### src/rtl/ccd_line_framer.sv
// CCD line framer: turns ADC pixel/strobe traffic into SYNC/line/pixels/trailer
// words and feeds them into the async FIFO write side through a small show-ahead buffer.
module ccd_line_framer #(
    parameter int                DATA_W    = 16,
    parameter int                LINE_W    = 12,
    parameter int                BUF_DEPTH = 8,
    parameter logic [DATA_W-1:0] SYNC      = {DATA_W{1'b1}}
) (
    input  logic              wclk,
    input  logic              wrst,
    input  logic              frame_start,
    input  logic              line_start,
    input  logic              line_end,
    input  logic              pix_valid,
    input  logic [DATA_W-1:0] pix_data,
    input  logic              ovf_clr,
    input  logic              wfull,
    output logic              winc,
    output logic [DATA_W-1:0] wdata,
    output logic              ovf,
    output logic [15:0]       drop_cnt,
    output logic [LINE_W-1:0] line_cnt,
    output logic              busy
);
    localparam int AW = $clog2(BUF_DEPTH);

    typedef enum logic [1:0] {IDLE, HDR, PIX} state_t;

    state_t              state_q, state_d;
    logic [DATA_W-1:0]   mem_q [BUF_DEPTH];
    logic [AW:0]         wptr_q, wptr_d, rptr_q, rptr_d;
    logic [LINE_W-1:0]   line_cnt_q, line_cnt_d;
    logic [DATA_W-2:0]   pix_cnt_q, pix_cnt_d;
    logic                line_ovf_q, line_ovf_d;
    logic                ovf_q, ovf_d;
    logic [15:0]         drop_cnt_q, drop_cnt_d;

    logic                push, pix_store, trailer, abort;
    logic [DATA_W-1:0]   push_data;
    logic                empty, full, pop, push_ok, pix_drop, buf_drop;
    logic [16:0]         drop_sum;

    assign empty = (wptr_q == rptr_q);
    assign full  = (wptr_q[AW] != rptr_q[AW]) && (wptr_q[AW-1:0] == rptr_q[AW-1:0]);
    assign winc  = ~empty & ~wfull & ~wrst;
    assign pop   = winc;
    assign wdata = mem_q[rptr_q[AW-1:0]];

    // A pop in the same cycle frees the slot, so a full buffer can still accept.
    assign push_ok  = push & (~full | pop);
    assign buf_drop = push & ~push_ok;
    assign pix_drop = pix_valid & ~pix_store;

    always_ff @(posedge wclk) begin
        if (wrst) state_q <= IDLE;
        else      state_q <= state_d;
    end

    always_comb begin
        state_d = state_q;
        if (line_start) state_d = HDR;
        else begin
            case (state_q)
                HDR:     state_d = PIX;
                PIX:     if (line_end) state_d = IDLE;
                default: state_d = state_q;
            endcase
        end
    end

    always_comb begin
        push      = 1'b0;
        push_data = SYNC;
        pix_store = 1'b0;
        trailer   = 1'b0;
        abort     = 1'b0;
        if (line_start) begin
            push  = 1'b1;
            abort = (state_q == PIX);
        end else begin
            case (state_q)
                HDR: begin
                    push      = 1'b1;
                    push_data = DATA_W'(line_cnt_q);
                end
                PIX: begin
                    if (line_end) begin
                        push      = 1'b1;
                        trailer   = 1'b1;
                        push_data = {line_ovf_q, pix_cnt_q};
                    end else if (pix_valid) begin
                        push      = 1'b1;
                        pix_store = 1'b1;
                        // Pixels may never alias the sync word.
                        push_data = (pix_data >= SYNC) ? SYNC - DATA_W'(1) : pix_data;
                    end
                end
                default: ;
            endcase
        end
    end

    always_comb begin
        wptr_d     = wptr_q + (AW+1)'(push_ok);
        rptr_d     = rptr_q + (AW+1)'(pop);
        line_cnt_d = line_cnt_q;
        if (frame_start)           line_cnt_d = '0;
        else if (abort || trailer) line_cnt_d = line_cnt_q + LINE_W'(1);
        pix_cnt_d = pix_cnt_q;
        if (line_start) pix_cnt_d = '0;
        else if (pix_store && push_ok && (pix_cnt_q != '1)) pix_cnt_d = pix_cnt_q + (DATA_W-1)'(1);
        line_ovf_d = line_ovf_q;
        if (pix_drop || buf_drop) line_ovf_d = 1'b1;
        else if (line_start)      line_ovf_d = 1'b0;
        ovf_d = ovf_q;
        if (pix_drop || buf_drop || abort) ovf_d = 1'b1;
        else if (ovf_clr)                  ovf_d = 1'b0;
        drop_sum   = {1'b0, drop_cnt_q} + 17'(pix_drop) + 17'(buf_drop);
        drop_cnt_d = drop_sum[16] ? 16'hFFFF : drop_sum[15:0];
    end

    always_ff @(posedge wclk) begin
        if (wrst) begin
            wptr_q     <= '0;
            rptr_q     <= '0;
            line_cnt_q <= '0;
            pix_cnt_q  <= '0;
            line_ovf_q <= 1'b0;
            ovf_q      <= 1'b0;
            drop_cnt_q <= '0;
        end else begin
            wptr_q     <= wptr_d;
            rptr_q     <= rptr_d;
            line_cnt_q <= line_cnt_d;
            pix_cnt_q  <= pix_cnt_d;
            line_ovf_q <= line_ovf_d;
            ovf_q      <= ovf_d;
            drop_cnt_q <= drop_cnt_d;
        end
    end

    always_ff @(posedge wclk) begin
        if (!wrst && push_ok) mem_q[wptr_q[AW-1:0]] <= push_data;
    end

    assign ovf      = ovf_q;
    assign drop_cnt = drop_cnt_q;
    assign line_cnt = line_cnt_q;
    assign busy     = (state_q != IDLE) | ~empty;
endmodule

### config.mk
export PLATFORM = sky130hd
export DESIGN_NAME = ccd_line_framer
export DESIGN_NICKNAME = d
export VERILOG_FILES = /design/src/rtl/ccd_line_framer.sv
export SDC_FILE = /design/constraint.sdc
export NUM_CORES = 1
export LEC_CHECK = 0
export CAP_MARGIN = 0
export CORE_ASPECT_RATIO = 1.5
export CORE_UTILIZATION = 35
export DETAILED_ROUTE_END_ITERATION = 6
export PLACE_DENSITY = 0.66
export REMOVE_ABC_BUFFERS = 1
export SLEW_MARGIN = 20
export SYNTH_ARGS = -nofsm -noshare
export SYNTH_HDL_FRONTEND = slang
export SYNTH_SLANG_ARGS = --single-unit
### constraint.sdc
create_clock -name wclk -period 2.9 [get_ports wclk]
set_clock_uncertainty 0.05 [all_clocks]
set_input_delay 0.29 -clock wclk [delete_from_list [all_inputs] [get_ports wclk]]
set_output_delay 0.29 -clock wclk [all_outputs]
set_load 0.05 [all_outputs]
Word level (Yosys, flattened, before mapping)
Memory sizes are Yosys's and may differ from the RTL's. A register that Yosys moved wholly into a read port is not among the register bits.
Cells that the tools add are included.
W data, S select, Z words.

storage, ports and cells
  register bits after elaboration = 55
  RAM bits = 128
  input port bits = 24
  output and inout port bits = 47
  logic and storage cells = 82
  memories = 1

memories
  memory  words  width  read ports  clocked after memory_dff  write ports  RTL line  RTL
  mem_q   8      16     1           1                         1            30        logic [DATA_W-1:0] mem_q [BUF_DEPTH];

operators by class
  add/subtract/negate cells = 6
  magnitude comparators = 1
  eq/ne operators = 8
  mux-type cells = 27
  bitwise operators = 13
  reduce and logical (&&, ||, !) cells = 17

operator list
  kind                     count
  $mux W16                 5
  $pmux W16 S2             1
  $add A16 B1 Y17          1
  $add A17 B1 Y17          1
  $mux W1                  17
  $ge A16 B16 Y1 const B   1
  $add A15 B1 Y15 const B  1
  $ne A15 B15 Y1 const B   1
  $add A12 B1 Y12 const B  1
  $add A4 B1 Y4            2
  $reduce_bool A2 Y1       4
  $not A1 Y1               6
  $and A1 B1 Y1            5
  $eq A4 B4 Y1             1
  $logic_and A1 B1 Y1      4
  $pmux W2 S2              1
  $reduce_and A2 Y1        2
  $reduce_or A2 Y1         2
  $eq A3 B3 Y1             1
  $logic_or A1 B1 Y1       3
  $mux W3                  1
  $ne A3 B3 Y1 const B     1
  $reduce_bool A3 Y1       1
  $eq A2 B1 Y1 const B     1
  7 further kinds          8

Logic depth before layout (Yosys ltp)
  depth in word-level cells = 11
  depth in mapped cells = 13
  depth with buffers taken out = 13

Worst setup path after synthesis
OpenSTA, ideal clock, no wires.

  kind = register -> register
  start = register state_q[0]
  end = memory mem_q[1][0], enable pin
  setup time = 0.409 ns
  arrival = 2.610 ns
  data required time = 2.441 ns
  setup slack = -0.170 ns
  cell stages (with the launch flop) = 8
  path buffers = 0
  clock period less this slack = 3.070 ns
  cells stage by stage = dfxtp_1 > inv_1 > ha_1 > o21a_1 > o21a_1 > nor2_1 > or4b_1 > nor3_1

on the way
  cells in the longest elaborated chain, start to end = 7
  elaborated cells on any way between the ends = 8
  those cells by class = eq/ne (2); mux (4); bitwise (1); reduce/logical (1)

RTL lines
  element                                       RTL line  RTL
  start, declared                               29        state_t state_q, state_d;
  start signal, assigned                        56        else state_q <= state_d;
  $eq A2 B2 Y1 or $eq A2 B1 Y1 (tied branches)  81        case (state_q)
  $pmux W1 S2 (*)                               81
  $mux W1 (*)                                   77        if (line_start) begin
  $and A1 B1 Y1 (*)                             50        assign push_ok = push & (~full | pop);
  $logic_and A1 B1 Y1 (*)                       143       if (!wrst && push_ok) mem_q[wptr_q[AW-1:0]] <= push_data;
  $mux W1 (*)                                   143
  $mux W1 (not written as such) (*)             143
  end, declared                                 30

Mark *: on every way between the ends. The rest lies on a longest branch, timed or not.

Worst setup path after layout
  start = register state_q[0]
  end = register drop_cnt_q[10], in the netlist drop_cnt[10]

on the way
  cells in the longest elaborated chain, start to end = 8
  elaborated cells on any way between the ends = 14
  those cells by class = add/sub (2); eq/ne (2); mux (5); bitwise (5)

RTL lines
  element                                           RTL line  RTL
  $eq A2 B2 Y1 or $eq A2 B1 Y1 (tied branches)      81
  $mux W1 or $pmux W1 S2 (tied branches)            81
  $mux W1                                           77
  $not A1 Y1 or $and A1 B1 Y1 (tied branches)       52, 50
  $and A1 B1 Y1 or $not A1 Y1 (tied branches)       52, 51
  $add A16 B1 Y17 or $and A1 B1 Y1 (tied branches)  118, 51
  $add A17 B1 Y17 (*)                               118       drop_sum = {1'b0, drop_cnt_q} + 17'(pix_drop) + 17'(buf_drop);
  $mux W16 (*)                                      119       drop_cnt_d = drop_sum[16] ? 16'hFFFF : drop_sum[15:0];
  end signal, assigned                              138       drop_cnt_q <= drop_cnt_d;
  end, declared                                     36        logic [15:0] drop_cnt_q, drop_cnt_d;

Marks and branches as above.
A chain may end at the register's enable or synchronous reset.

==> impl_metrics.ini <==
[floorplanning]
fp.coreArea_um2 = 21900
die_area_um2 = 23100
row_count = 66
die_width_um = 124
pin_count = 71
die-height_um = 186
start_util_pct = 35.9

[clock_network]
clk_latency_ns = 0.42
cts.root.buffer_cell = clkbuf_16
cts_made_buffers = 17
max-clock-path-buffers = 2
h-tree-depth = 4
cts.sinks = 183
cts_tree = yes
hold_buffers = 0
clk_pin_slew_ns = 0.07

[worst_setup_path]
crit_type = reg2reg
rr_worst_depth = 13
worstReg2RegStart = state_q[0]
cp-end-kind = flip-flop
required_ns = 3.15
path_cells = inv_1 -> ha_1 -> o21a_1 -> o21a_1 -> o211ai_1 -> inv_1 -> fa_2 -> ha_1 -> and4_1 -> and2_1 -> nand3_1 -> xor2_1 -> a21oi_1
crit_arrival_ns = 2.99
crit_fanout = 3
startpoint_type = flip-flop
crit_start = state_q[0]
cpPeakStageDelay_ns = 0.37
cpMaxStageDelayCell = fa_2

[cells_and_area]
fin_util_pct = 44.3
multi_input_area_um2 = 2770
fill_cells = 1923
final_cell_area_um2 = 9700
syn2layout_area_growth_pct = 23.3
drive_above_1_share_pct = 21.7
num_antenna_cells = 0
seq_area_um2 = 4950
layout.nets = 689

[placement]
io_buffers = 70
place_area_um2 = 9090
globalplace.congestion = 0.878
hpwl_um = 11800

[global_route]
overflow = 0
antenna_found_initial = 0
grt_max_degree = 36
gr-usage-all-layers_pct = 15.4
grt_pass1_vias = 5216
grt_pass1_wl_um = 27400

[route]
vias = 4996
wirelength_um = 17400
ant_nets = 0
drt_iter0_markers = 394
remaining_drc_errors = 0
viasPerCell = 5.32
avgRoutedWirePerCell_um = 18.5
firstDrtPassIters = 4

[run_status]
outcome = complete, no violations

[sta]
relSlewSlack_pct = 55.4
slew_violations = 0
final.min_clock_period_ns = 2.74
clock.fmax_mhz = 365
setup_viol = 0
finalCritPeriodShare_pct = 94.5
rsz0062_at_grt = no
finalHoldViolCount = 0
tightest_slew_ns = 0.669

[yosys]
synth-simple-area-share_pct = 11.3
postSynthAreaPerCell_um2 = 14.0
yosys_register_bits = 183
yosysSeqAreaShare_pct = 62.9
syn_area_um2 = 7870
yosysTopAreaCell = edfxtp_1
synth_warnings = 0
synthTopCellsByCount = edfxtp_1, dfxtp_1, nor2_1, nand2_1, mux4_2
synth_most_common_cell = edfxtp_1
synth_adder_area_share_pct = 1.85
postSynthCellCount = 563
synthMuxAreaShare_pct = 11.8
synth_top_family_by_area = multiplexers
ys_top_cells_by_area = edfxtp_1, dfxtp_1, mux4_2
synth_top_flop_cell = edfxtp_1
synth_top_area_share_pct = 48.9
yosys.area_share.xor_xnor_pct = 3.01
synth_compound_area_share_pct = 7.00
synth.distinct_cells = 55
synth_edf_count = 128
async_flop_share_pct = 0

[power_and_ir_drop]
ir_drop_v = 0.000379
p_per_area_nw_per_um2 = 594
leakage_nw = 3.07

[run]
drv_cap = 0

[min_path]
hold_class = reg2reg
whs_path_depth = 1
hp-start = line_ovf_q
==> cell families after synthesis <==
| kind of cell | Yosys count |
|---|---|
| compound gates | 80 |
| xor+xnor | 27 |
| fa+ha+maj | 11 |
| buf+inv | 39 |
| flops | 183 |
| mux | 51 |
| simple gates | 172 |
==> critical path: cells and delay by family, from the launching register on <==
| family | cells | cell delay, ns |
|---|---|---|
| simple gates | 3 | 0.52 |
| xor+xnor | 1 | 0.16 |
| fa+ha+maj | 3 | 0.79 |
| flops | 1 | 0.34 |
| compound gates | 4 | 0.60 |
| buf+inv | 2 | 0.16 |
==> worst paths after layout <==
check	endpoint	slack, ns
max	drop_cnt[10]	0.16
min reg2reg	line_ovf_q	0.45
min	line_ovf_q	0.45
max reg2reg	drop_cnt[10]	0.16
==> metrics by stage <==
step	hold WS [ns]	total power, W	cells	setup TNS, ns	worst slack, ns
floorplan	0.309	0.00331	534	-129.18	-1.26
global placement	0.433	0.00354	906	0	0.0155
detailed placement	0.436	0.00355	906	-0.0474	-0.0474
CTS	0.453	0.00582	938	0	0.0849
global route	0.453	0.00595	939	0	0.0220
finish	0.452	0.00576	939	0	0.159
==> cells in the final DEF (no fill, tap or decap), drive strengths merged, types with 4 or more instances in the layout <==
master	count
edfxtp	128
dfxtp	55
clkdlybuf4s50	52
buf	49
nor2	40
nand2	39
mux4	32
a21oi	31
nand3	30
inv	18
clkbuf	17
o221ai	16
mux2	16
xnor2	15
xor2	12
nand4	11
ha	10
and3	9
or4	9
o31ai	8
nor2b	7
o21ai	7
or3	6
nor3	6
and4	5
o21a	4
clkinv	4
==> layer usage <==
metal | GRT usage (%) | up-vias | share of wire, %
met5 | 0 | - | 0
met2 | 29.0 | 112 | 55
met3 | 2.64 | 13 | 3.1
met1 | 17.0 | 2503 | 41
li1 | - | 2368 | -
met4 | 6.65 | 0 | 1.4
==> state kept, by name, summed over array words and instances (netlist names), 2 cells and up <==
name       count
drop_cnt      16
line_cnt      12
mem_q        128
pix_cnt_q     15
rptr_q         4
state_q        2
wptr_q         4
==> final cells by class <==
type | instances | area share (%)
Inverter | 10 | 0.387
Tap cell | 272 | 3.51
Clock buffer | 17 | 4.39
Timing Repair Buffer | 101 | 10.5
Multi-Input combinational cell | 341 | 28.5
Sequential cell | 183 | 51.0
Clock inverter | 15 | 1.69
==> where the power goes <==
part           total (W)  internal (W)  leakage (nW)  switching, W
clock            0.00228       0.00122         0.284       0.00105
combinational   0.000612      0.000245          1.22      0.000367
sequential       0.00287       0.00285          1.57     0.0000175
==> timing repair <==
item | in CTS | in global routing
endpoints found under the setup margin | 0 | 5
hold endpoints to repair | 0 | 0
gates resized for setup | 0 | 2
setup buffers | 0 | 1
No activity file was read; power rests on OpenSTA's default activity.
